--- src/rtl/procyon_core_pkg.sv ---
// Shared core types for the register alias table: index, ROB tag and data types
// sized for the default configuration, plus the hardwired zero register index.
package procyon_core_pkg;

    localparam int unsigned RAT_DATA_WIDTH    = 32;
    localparam int unsigned RAT_ROB_IDX_WIDTH = 5;
    localparam int unsigned RAT_DEPTH         = 32;
    localparam int unsigned RAT_IDX_WIDTH     = $clog2(RAT_DEPTH);
    localparam int unsigned RAT_ZERO_REG      = 0;

    typedef logic [RAT_IDX_WIDTH-1:0]     rat_idx_t;
    typedef logic [RAT_ROB_IDX_WIDTH-1:0] rob_idx_t;
    typedef logic [RAT_DATA_WIDTH-1:0]    data_t;

endpackage

--- src/rtl/procyon_rat_mp_entry.sv ---
// One RAT entry: retired data, producer tag and ready bit, updated by rename,
// multi-port retire (highest port wins) and flush, with asynchronous reset.
module procyon_rat_mp_entry
    import procyon_core_pkg::*;
#(
    parameter int unsigned OPTN_DATA_WIDTH    = RAT_DATA_WIDTH,
    parameter int unsigned OPTN_ROB_IDX_WIDTH = RAT_ROB_IDX_WIDTH,
    parameter int unsigned OPTN_RAT_IDX_WIDTH = RAT_IDX_WIDTH,
    parameter int unsigned OPTN_RETIRE_PORTS  = 2,
    parameter int unsigned OPTN_ENTRY_IDX     = 1
) (
    input  logic                                          clk,
    input  logic                                          n_rst,
    input  logic                                          i_flush,
    input  logic                                          i_rename_en,
    input  logic [OPTN_RAT_IDX_WIDTH-1:0]                 i_rename_rdst,
    input  logic [OPTN_ROB_IDX_WIDTH-1:0]                 i_rename_tag,
    input  logic [OPTN_RETIRE_PORTS-1:0]                  i_retire_en,
    input  logic [OPTN_RETIRE_PORTS*OPTN_RAT_IDX_WIDTH-1:0] i_retire_rdst,
    input  logic [OPTN_RETIRE_PORTS*OPTN_DATA_WIDTH-1:0]  i_retire_data,
    input  logic [OPTN_RETIRE_PORTS*OPTN_ROB_IDX_WIDTH-1:0] i_retire_tag,
    output logic [OPTN_DATA_WIDTH-1:0]                    o_data,
    output logic [OPTN_ROB_IDX_WIDTH-1:0]                 o_tag,
    output logic                                          o_rdy
);

    localparam logic [OPTN_RAT_IDX_WIDTH-1:0] ENTRY_IDX = OPTN_RAT_IDX_WIDTH'(OPTN_ENTRY_IDX);

    logic [OPTN_DATA_WIDTH-1:0]    data_r;
    logic [OPTN_ROB_IDX_WIDTH-1:0] tag_r;
    logic                          rdy_r;

    logic                          retire_hit;
    logic [OPTN_DATA_WIDTH-1:0]    retire_data;
    logic [OPTN_ROB_IDX_WIDTH-1:0] retire_tag;
    logic                          rename_hit;

    logic [OPTN_DATA_WIDTH-1:0]    data_n;
    logic [OPTN_ROB_IDX_WIDTH-1:0] tag_n;
    logic                          rdy_n;

    // Ascending scan so the youngest (highest-indexed) matching port overrides older ones
    always_comb begin
        retire_hit  = 1'b0;
        retire_data = '0;
        retire_tag  = '0;
        for (int unsigned p = 0; p < OPTN_RETIRE_PORTS; p++) begin
            if (i_retire_en[p] && (i_retire_rdst[p*OPTN_RAT_IDX_WIDTH +: OPTN_RAT_IDX_WIDTH] == ENTRY_IDX)) begin
                retire_hit  = 1'b1;
                retire_data = i_retire_data[p*OPTN_DATA_WIDTH +: OPTN_DATA_WIDTH];
                retire_tag  = i_retire_tag[p*OPTN_ROB_IDX_WIDTH +: OPTN_ROB_IDX_WIDTH];
            end
        end
    end

    assign rename_hit = i_rename_en && (i_rename_rdst == ENTRY_IDX);

    // Priority on rdy: retire tag match, then rename clears it, then flush sets it
    always_comb begin
        data_n = data_r;
        tag_n  = tag_r;
        rdy_n  = rdy_r;
        if (retire_hit) begin
            data_n = retire_data;
            rdy_n  = (retire_tag == tag_r);
        end
        if (rename_hit) begin
            tag_n = i_rename_tag;
            rdy_n = 1'b0;
        end
        if (i_flush) begin
            rdy_n = 1'b1;
        end
    end

    always_ff @(posedge clk or negedge n_rst) begin
        if (!n_rst) begin
            data_r <= '0;
            tag_r  <= '0;
            rdy_r  <= 1'b1;
        end else begin
            data_r <= data_n;
            tag_r  <= tag_n;
            rdy_r  <= rdy_n;
        end
    end

    assign o_data = data_r;
    assign o_tag  = tag_r;
    assign o_rdy  = rdy_r;

endmodule

--- src/rtl/procyon_rat_mp.sv ---
// Multi-ported register alias table: zero-latency source lookup, one rename and
// several retires per cycle. Define PROCYON_RAT_RETIRE_BYPASS_EN to forward same-cycle retires to lookups.
module procyon_rat_mp
    import procyon_core_pkg::*;
#(
    parameter int unsigned OPTN_DATA_WIDTH    = 32,
    parameter int unsigned OPTN_ROB_IDX_WIDTH = 5,
    parameter int unsigned OPTN_RAT_DEPTH     = 32,
    parameter int unsigned OPTN_RAT_SRC_PORTS = 2,
    parameter int unsigned OPTN_RETIRE_PORTS  = 2,
    localparam int unsigned IDX_W             = $clog2(OPTN_RAT_DEPTH)
) (
    input  logic                                           clk,
    input  logic                                           n_rst,
    input  logic                                           i_flush,
    input  logic [OPTN_RAT_SRC_PORTS*IDX_W-1:0]            i_rat_lookup_rsrc,
    output logic [OPTN_RAT_SRC_PORTS*OPTN_DATA_WIDTH-1:0]  o_rat_lookup_data,
    output logic [OPTN_RAT_SRC_PORTS*OPTN_ROB_IDX_WIDTH-1:0] o_rat_lookup_tag,
    output logic [OPTN_RAT_SRC_PORTS-1:0]                  o_rat_lookup_rdy,
    input  logic                                           i_rat_rename_en,
    input  logic [IDX_W-1:0]                               i_rat_rename_rdst,
    input  logic [OPTN_ROB_IDX_WIDTH-1:0]                  i_rat_rename_tag,
    input  logic [OPTN_RETIRE_PORTS-1:0]                   i_rat_retire_en,
    input  logic [OPTN_RETIRE_PORTS*IDX_W-1:0]             i_rat_retire_rdst,
    input  logic [OPTN_RETIRE_PORTS*OPTN_DATA_WIDTH-1:0]   i_rat_retire_data,
    input  logic [OPTN_RETIRE_PORTS*OPTN_ROB_IDX_WIDTH-1:0] i_rat_retire_tag
);

    logic [OPTN_DATA_WIDTH-1:0]    ent_data [OPTN_RAT_DEPTH];
    logic [OPTN_ROB_IDX_WIDTH-1:0] ent_tag  [OPTN_RAT_DEPTH];
    logic                          ent_rdy  [OPTN_RAT_DEPTH];

    // Register 0 has no storage: renames and retires to it simply have no target
    assign ent_data[RAT_ZERO_REG] = '0;
    assign ent_tag[RAT_ZERO_REG]  = '0;
    assign ent_rdy[RAT_ZERO_REG]  = 1'b1;

    for (genvar i = 1; i < OPTN_RAT_DEPTH; i++) begin : g_entry
        procyon_rat_mp_entry #(
            .OPTN_DATA_WIDTH    (OPTN_DATA_WIDTH),
            .OPTN_ROB_IDX_WIDTH (OPTN_ROB_IDX_WIDTH),
            .OPTN_RAT_IDX_WIDTH (IDX_W),
            .OPTN_RETIRE_PORTS  (OPTN_RETIRE_PORTS),
            .OPTN_ENTRY_IDX     (i)
        ) u_entry (
            .clk           (clk),
            .n_rst         (n_rst),
            .i_flush       (i_flush),
            .i_rename_en   (i_rat_rename_en),
            .i_rename_rdst (i_rat_rename_rdst),
            .i_rename_tag  (i_rat_rename_tag),
            .i_retire_en   (i_rat_retire_en),
            .i_retire_rdst (i_rat_retire_rdst),
            .i_retire_data (i_rat_retire_data),
            .i_retire_tag  (i_rat_retire_tag),
            .o_data        (ent_data[i]),
            .o_tag         (ent_tag[i]),
            .o_rdy         (ent_rdy[i])
        );
    end

`ifdef PROCYON_RAT_RETIRE_BYPASS_EN
    // The youngest port writing the source decides; forward only if it will make the entry ready
    always_comb begin
        o_rat_lookup_data = '0;
        o_rat_lookup_tag  = '0;
        o_rat_lookup_rdy  = '0;
        for (int unsigned s = 0; s < OPTN_RAT_SRC_PORTS; s++) begin
            logic [IDX_W-1:0]              rsrc;
            logic                          hit;
            logic [OPTN_DATA_WIDTH-1:0]    fwd_data;
            logic [OPTN_ROB_IDX_WIDTH-1:0] fwd_tag;
            rsrc     = i_rat_lookup_rsrc[s*IDX_W +: IDX_W];
            hit      = 1'b0;
            fwd_data = '0;
            fwd_tag  = '0;
            for (int unsigned p = 0; p < OPTN_RETIRE_PORTS; p++) begin
                if (i_rat_retire_en[p] && (i_rat_retire_rdst[p*IDX_W +: IDX_W] == rsrc)) begin
                    hit      = 1'b1;
                    fwd_data = i_rat_retire_data[p*OPTN_DATA_WIDTH +: OPTN_DATA_WIDTH];
                    fwd_tag  = i_rat_retire_tag[p*OPTN_ROB_IDX_WIDTH +: OPTN_ROB_IDX_WIDTH];
                end
            end
            o_rat_lookup_data[s*OPTN_DATA_WIDTH +: OPTN_DATA_WIDTH]     = ent_data[rsrc];
            o_rat_lookup_tag[s*OPTN_ROB_IDX_WIDTH +: OPTN_ROB_IDX_WIDTH] = ent_tag[rsrc];
            o_rat_lookup_rdy[s]                                          = ent_rdy[rsrc];
            if (hit && (fwd_tag == ent_tag[rsrc]) && (rsrc != IDX_W'(RAT_ZERO_REG))) begin
                o_rat_lookup_data[s*OPTN_DATA_WIDTH +: OPTN_DATA_WIDTH] = fwd_data;
                o_rat_lookup_rdy[s]                                     = 1'b1;
            end
        end
    end
`else
    always_comb begin
        o_rat_lookup_data = '0;
        o_rat_lookup_tag  = '0;
        o_rat_lookup_rdy  = '0;
        for (int unsigned s = 0; s < OPTN_RAT_SRC_PORTS; s++) begin
            o_rat_lookup_data[s*OPTN_DATA_WIDTH +: OPTN_DATA_WIDTH]     = ent_data[i_rat_lookup_rsrc[s*IDX_W +: IDX_W]];
            o_rat_lookup_tag[s*OPTN_ROB_IDX_WIDTH +: OPTN_ROB_IDX_WIDTH] = ent_tag[i_rat_lookup_rsrc[s*IDX_W +: IDX_W]];
            o_rat_lookup_rdy[s]                                          = ent_rdy[i_rat_lookup_rsrc[s*IDX_W +: IDX_W]];
        end
    end
`endif

endmodule

--- config.mk ---
export PLATFORM = sky130hd
export DESIGN_NAME = procyon_rat_mp
export DESIGN_NICKNAME = d
export VERILOG_FILES = /design/src/rtl/procyon_core_pkg.sv /design/src/rtl/procyon_rat_mp_entry.sv /design/src/rtl/procyon_rat_mp.sv
export SDC_FILE = /design/constraint.sdc
export NUM_CORES = 2
export LEC_CHECK = 0
export BUFFER_PORTS_ARGS = -buffer_cell sky130_fd_sc_hd__buf_2
export CORE_MARGIN = 1
export CORE_UTILIZATION = 35
export CTS_CLUSTER_SIZE = 10
export DETAILED_ROUTE_END_ITERATION = 8
export RECOVER_POWER = 25
export SLEW_MARGIN = 0
export SYNTH_ARGS = -nofsm -noshare
export SYNTH_HDL_FRONTEND = slang
export SYNTH_SLANG_ARGS = --single-unit
--- constraint.sdc ---
create_clock -name clk -period 4.3 [get_ports clk]
set_input_delay 0 -clock clk [delete_from_list [all_inputs] [get_ports clk]]
set_output_delay 0 -clock clk [all_outputs]
set_load 0.05 [all_outputs]
==> qor.txt <==
First-pass GRT wire length = 453000 um
Floorplan core area = 0.217 mm^2
Initial DRC count = 8388
Compound-cell area share of the yosys netlist = 10.6%
Total congestion overflow = 0
Clk_skew = 32.9 ps
Sequential area share after synthesis = 38.5%
Post-synth EDFFs = 0
Leakage Power = 0.0352 uW
Finished Layout Cells = 9747
Vias = 61847
TritonCTS Buffers = 145
Worst Setup SP = i_rat_retire_rdst[7]
Crit end category = flip-flop
Syn avg cell area = 11.0 um^2
Area contributors post-synth = dfrtp_1 37%, mux4_2 20%, mux2i_1 13%
Post_cts resized = 0
Largest net degree at the start of global routing = 148
Wire length per cell = 32.3 um
Worst path arrival time = 4390 ps
Synth Area in Simple Gates = 7.92%
Slew headroom = -68.2%
Initial Utilization = 35.2%
Pwr Density = 450 mW/mm^2
CTS Root Cell = clkbuf_16
Cell Rows = 171
Vias in the first global route = 61349
FFs w/ async S/R, synth = 100%
RSZ-0062 raised after global routing = no
Least-Margin Pin Slew = 2520 ps
Largest family of logic cells by synthesized area = multiplexers
R2R cell count = 7
Req. time, crit path = 5020 ps
PnR worst setup slack = 637 ps
Initial antenna violation count = 18
Die H = 470 um
Post-Place Setup Slack = 1340 ps
Mux share of post-synthesis cell area = 37.2%
Hpwl dp = 194000 um
Post CTS Setup Buffer Count = 0
Share of the synthesized area in the top cell type = 37.5%
Hold Path Class = input port to flip-flop
Routed WL = 315000 um
Area Overhead vs Synth = 12.1%
Failing checks = max-capacitance violations, max-slew violations
Cell with the most instances after synthesis = nand2_1
Synth area leader = dfrtp_1
Slew Limit Fails = 11
Share of cells above drive strength 1 = 23.7%
Max Fanout on Critical Path = 16
Top FF cell, synth = dfrtp_1
Drt pass-1 iters = 6
Post-Syn Area = 0.0766 mm^2
Io pins = 186
R2r setup slk = 1670 ps
Number of buffers added on ports = 185
Adder and majority cell fraction of the synthesized area = 0%
Die Area = 0.221 mm^2
Xor/xnor share of the synthesized area = 1.21%
Reg2Reg Launch Point = g_entry[24].u_entry.o_tag[0]$_DFFE_PN0P_
# clock sinks = 1178
Final hold violation count = 0
Nets = 6921
Post-synth cell types = 80
Vias per inst = 6.35
H-tree levels = 4
Detail Route Antenna Nets = 0
Final GP Congestion = 1.00
Post-route setup TNS = 0 ps
Post-Place Cells = 9377
F_max = 273 MHz
Mapped Nets = 7057
DRC errors left = 0
Ys Warns = 0
Skew-Pair Late Insertion Delay = 810 ps
Clk buf depth = 3
MaxCap Viol Count = 1
CTS clock-pin slew for the worst setup and hold paths = 60 ps
Crit share post-route = 85.2%
Startpoint Class = input port
Min Hold Slack = 111 ps
Cell count after synthesis = 6947
Die width = 470 um
Commonest cells post-synth = 1167 x nand2_1, 1147 x dfrtp_1, 1059 x o21ai_0
Endpoints failing setup = 0
Crit path kind = input port to flip-flop
Fin crit period = 3660 ps
Status = complete, but fails checks
Worst setup path end = g_entry[19].u_entry.o_rdy$_DFFE_PN1P_
Reg-to-Reg End = g_entry[24].u_entry.o_rdy$_DFFE_PN1P_
Overall Global Routing Usage = 28.1%
Register bit count reported by yosys = 1178
CTS tree = done
VDD IR max = 0.264 mV
## flip-flops by register name (all words and copies together), names as in the netlist
register	count
g_entry.u_entry.o_tag	155
g_entry.u_entry.o_data	992
g_entry.u_entry.o_rdy	31
## power breakdown
group,internal [uW],switching (uW)
registers,13800,2420
logic,5370,5330
clock network,6680,5070
## logic make-up after synthesis
family,count (synthesis)
mux,1960
simple gates,1448
flops,1178
compound gates,1430
buf+inv,825
xor+xnor,106
## per-layer routing
layer  up-vias  GRT usage, %  wire [um]
met1     31433          36.6     121000
met2      3948          42.5     140000
met5         -             0         26
met3       951          7.41      34600
li1      25511             -          -
met4         4          15.6      19900
## what timing repair did
action,in CTS,in global routing
setup endpoints to repair,0,0
hold endpoints to repair,2003,0
hold buffers,141,0
## per-stage QoR
stage                     power [uW]  util (%)  cell area [um^2]
after floorplan                23100         -             76600
final                          38700      39.5             85900
after global placement         26200      36.9             80200
after global routing           40200      39.5             85800
after CTS                      38600      39.5             85900
after detailed placement       26700      36.9             80200
## worst min path at each step
stage	start	cells past startpoint	slack [ps]	to
floorplan	n_rst	0	-300	g_entry[10].u_entry.o_data[0]$_DFFE_PN0P_
global placement	n_rst	1	40	g_entry[30].u_entry.o_data[23]$_DFFE_PN0P_
detailed placement	n_rst	1	40	g_entry[30].u_entry.o_data[23]$_DFFE_PN0P_
CTS	i_rat_retire_rdst[6]	6	30	g_entry[17].u_entry.o_rdy$_DFFE_PN1P_
global route	i_rat_retire_rdst[2]	6	90	g_entry[29].u_entry.o_rdy$_DFFE_PN1P_
finish	i_rat_retire_rdst[6]	6	110	g_entry[17].u_entry.o_rdy$_DFFE_PN1P_
## cell type report
class | count | area, um^2
fill | 20644 | 132000
clock inverter | 20 | 283
multi-input combinational | 4944 | 44100
tap | 2854 | 3570
sequential | 1178 | 29500
clock buffer | 204 | 4040
antenna | 5 | 12.5
inverter | 17 | 63.8
timing repair buffer | 525 | 4250
## layout by cell type (no fill, tap or decap), types with 10 or more instances in the layout
| cell | n |
|---|---|
| nand3_1 | 60 |
| buf_4 | 160 |
| xnor2_1 | 76 |
| a21oi_1 | 45 |
| nor2_1 | 42 |
| mux2_2 | 276 |
| buf_12 | 29 |
| nand4_1 | 16 |
| a211oi_1 | 24 |
| nand2_4 | 16 |
| nor3_1 | 28 |
| nand2_1 | 1152 |
| o21ai_1 | 12 |
| o32ai_1 | 34 |
| clkbuf_16 | 148 |
| a22o_1 | 73 |
| nor2_4 | 44 |
| buf_2 | 172 |
| a31oi_1 | 21 |
| dfstp_2 | 31 |
| o31ai_1 | 54 |
| xor2_1 | 30 |
| o221ai_1 | 10 |
| a41oi_1 | 15 |
| clkbuf_8 | 15 |
| mux2i_1 | 1000 |
| o311ai_0 | 15 |
| dlygate4sd3_1 | 140 |
| o21ai_0 | 1059 |
| mux4_2 | 684 |
| dfrtp_1 | 1147 |
| o22ai_1 | 20 |
| clkbuf_1 | 52 |
| inv_1 | 14 |
## worst max-delay path, stage by stage
cell           delay, ps
dlygate4sd3_1        550
clkbuf_1             290
nand4bb_1            920
nor2_4               910
nand3_1              150
a211o_1              290
dlygate4sd3_1        560
a31oi_1              120
dlygate4sd3_1        570
Power figures use the tool's default switching activity.
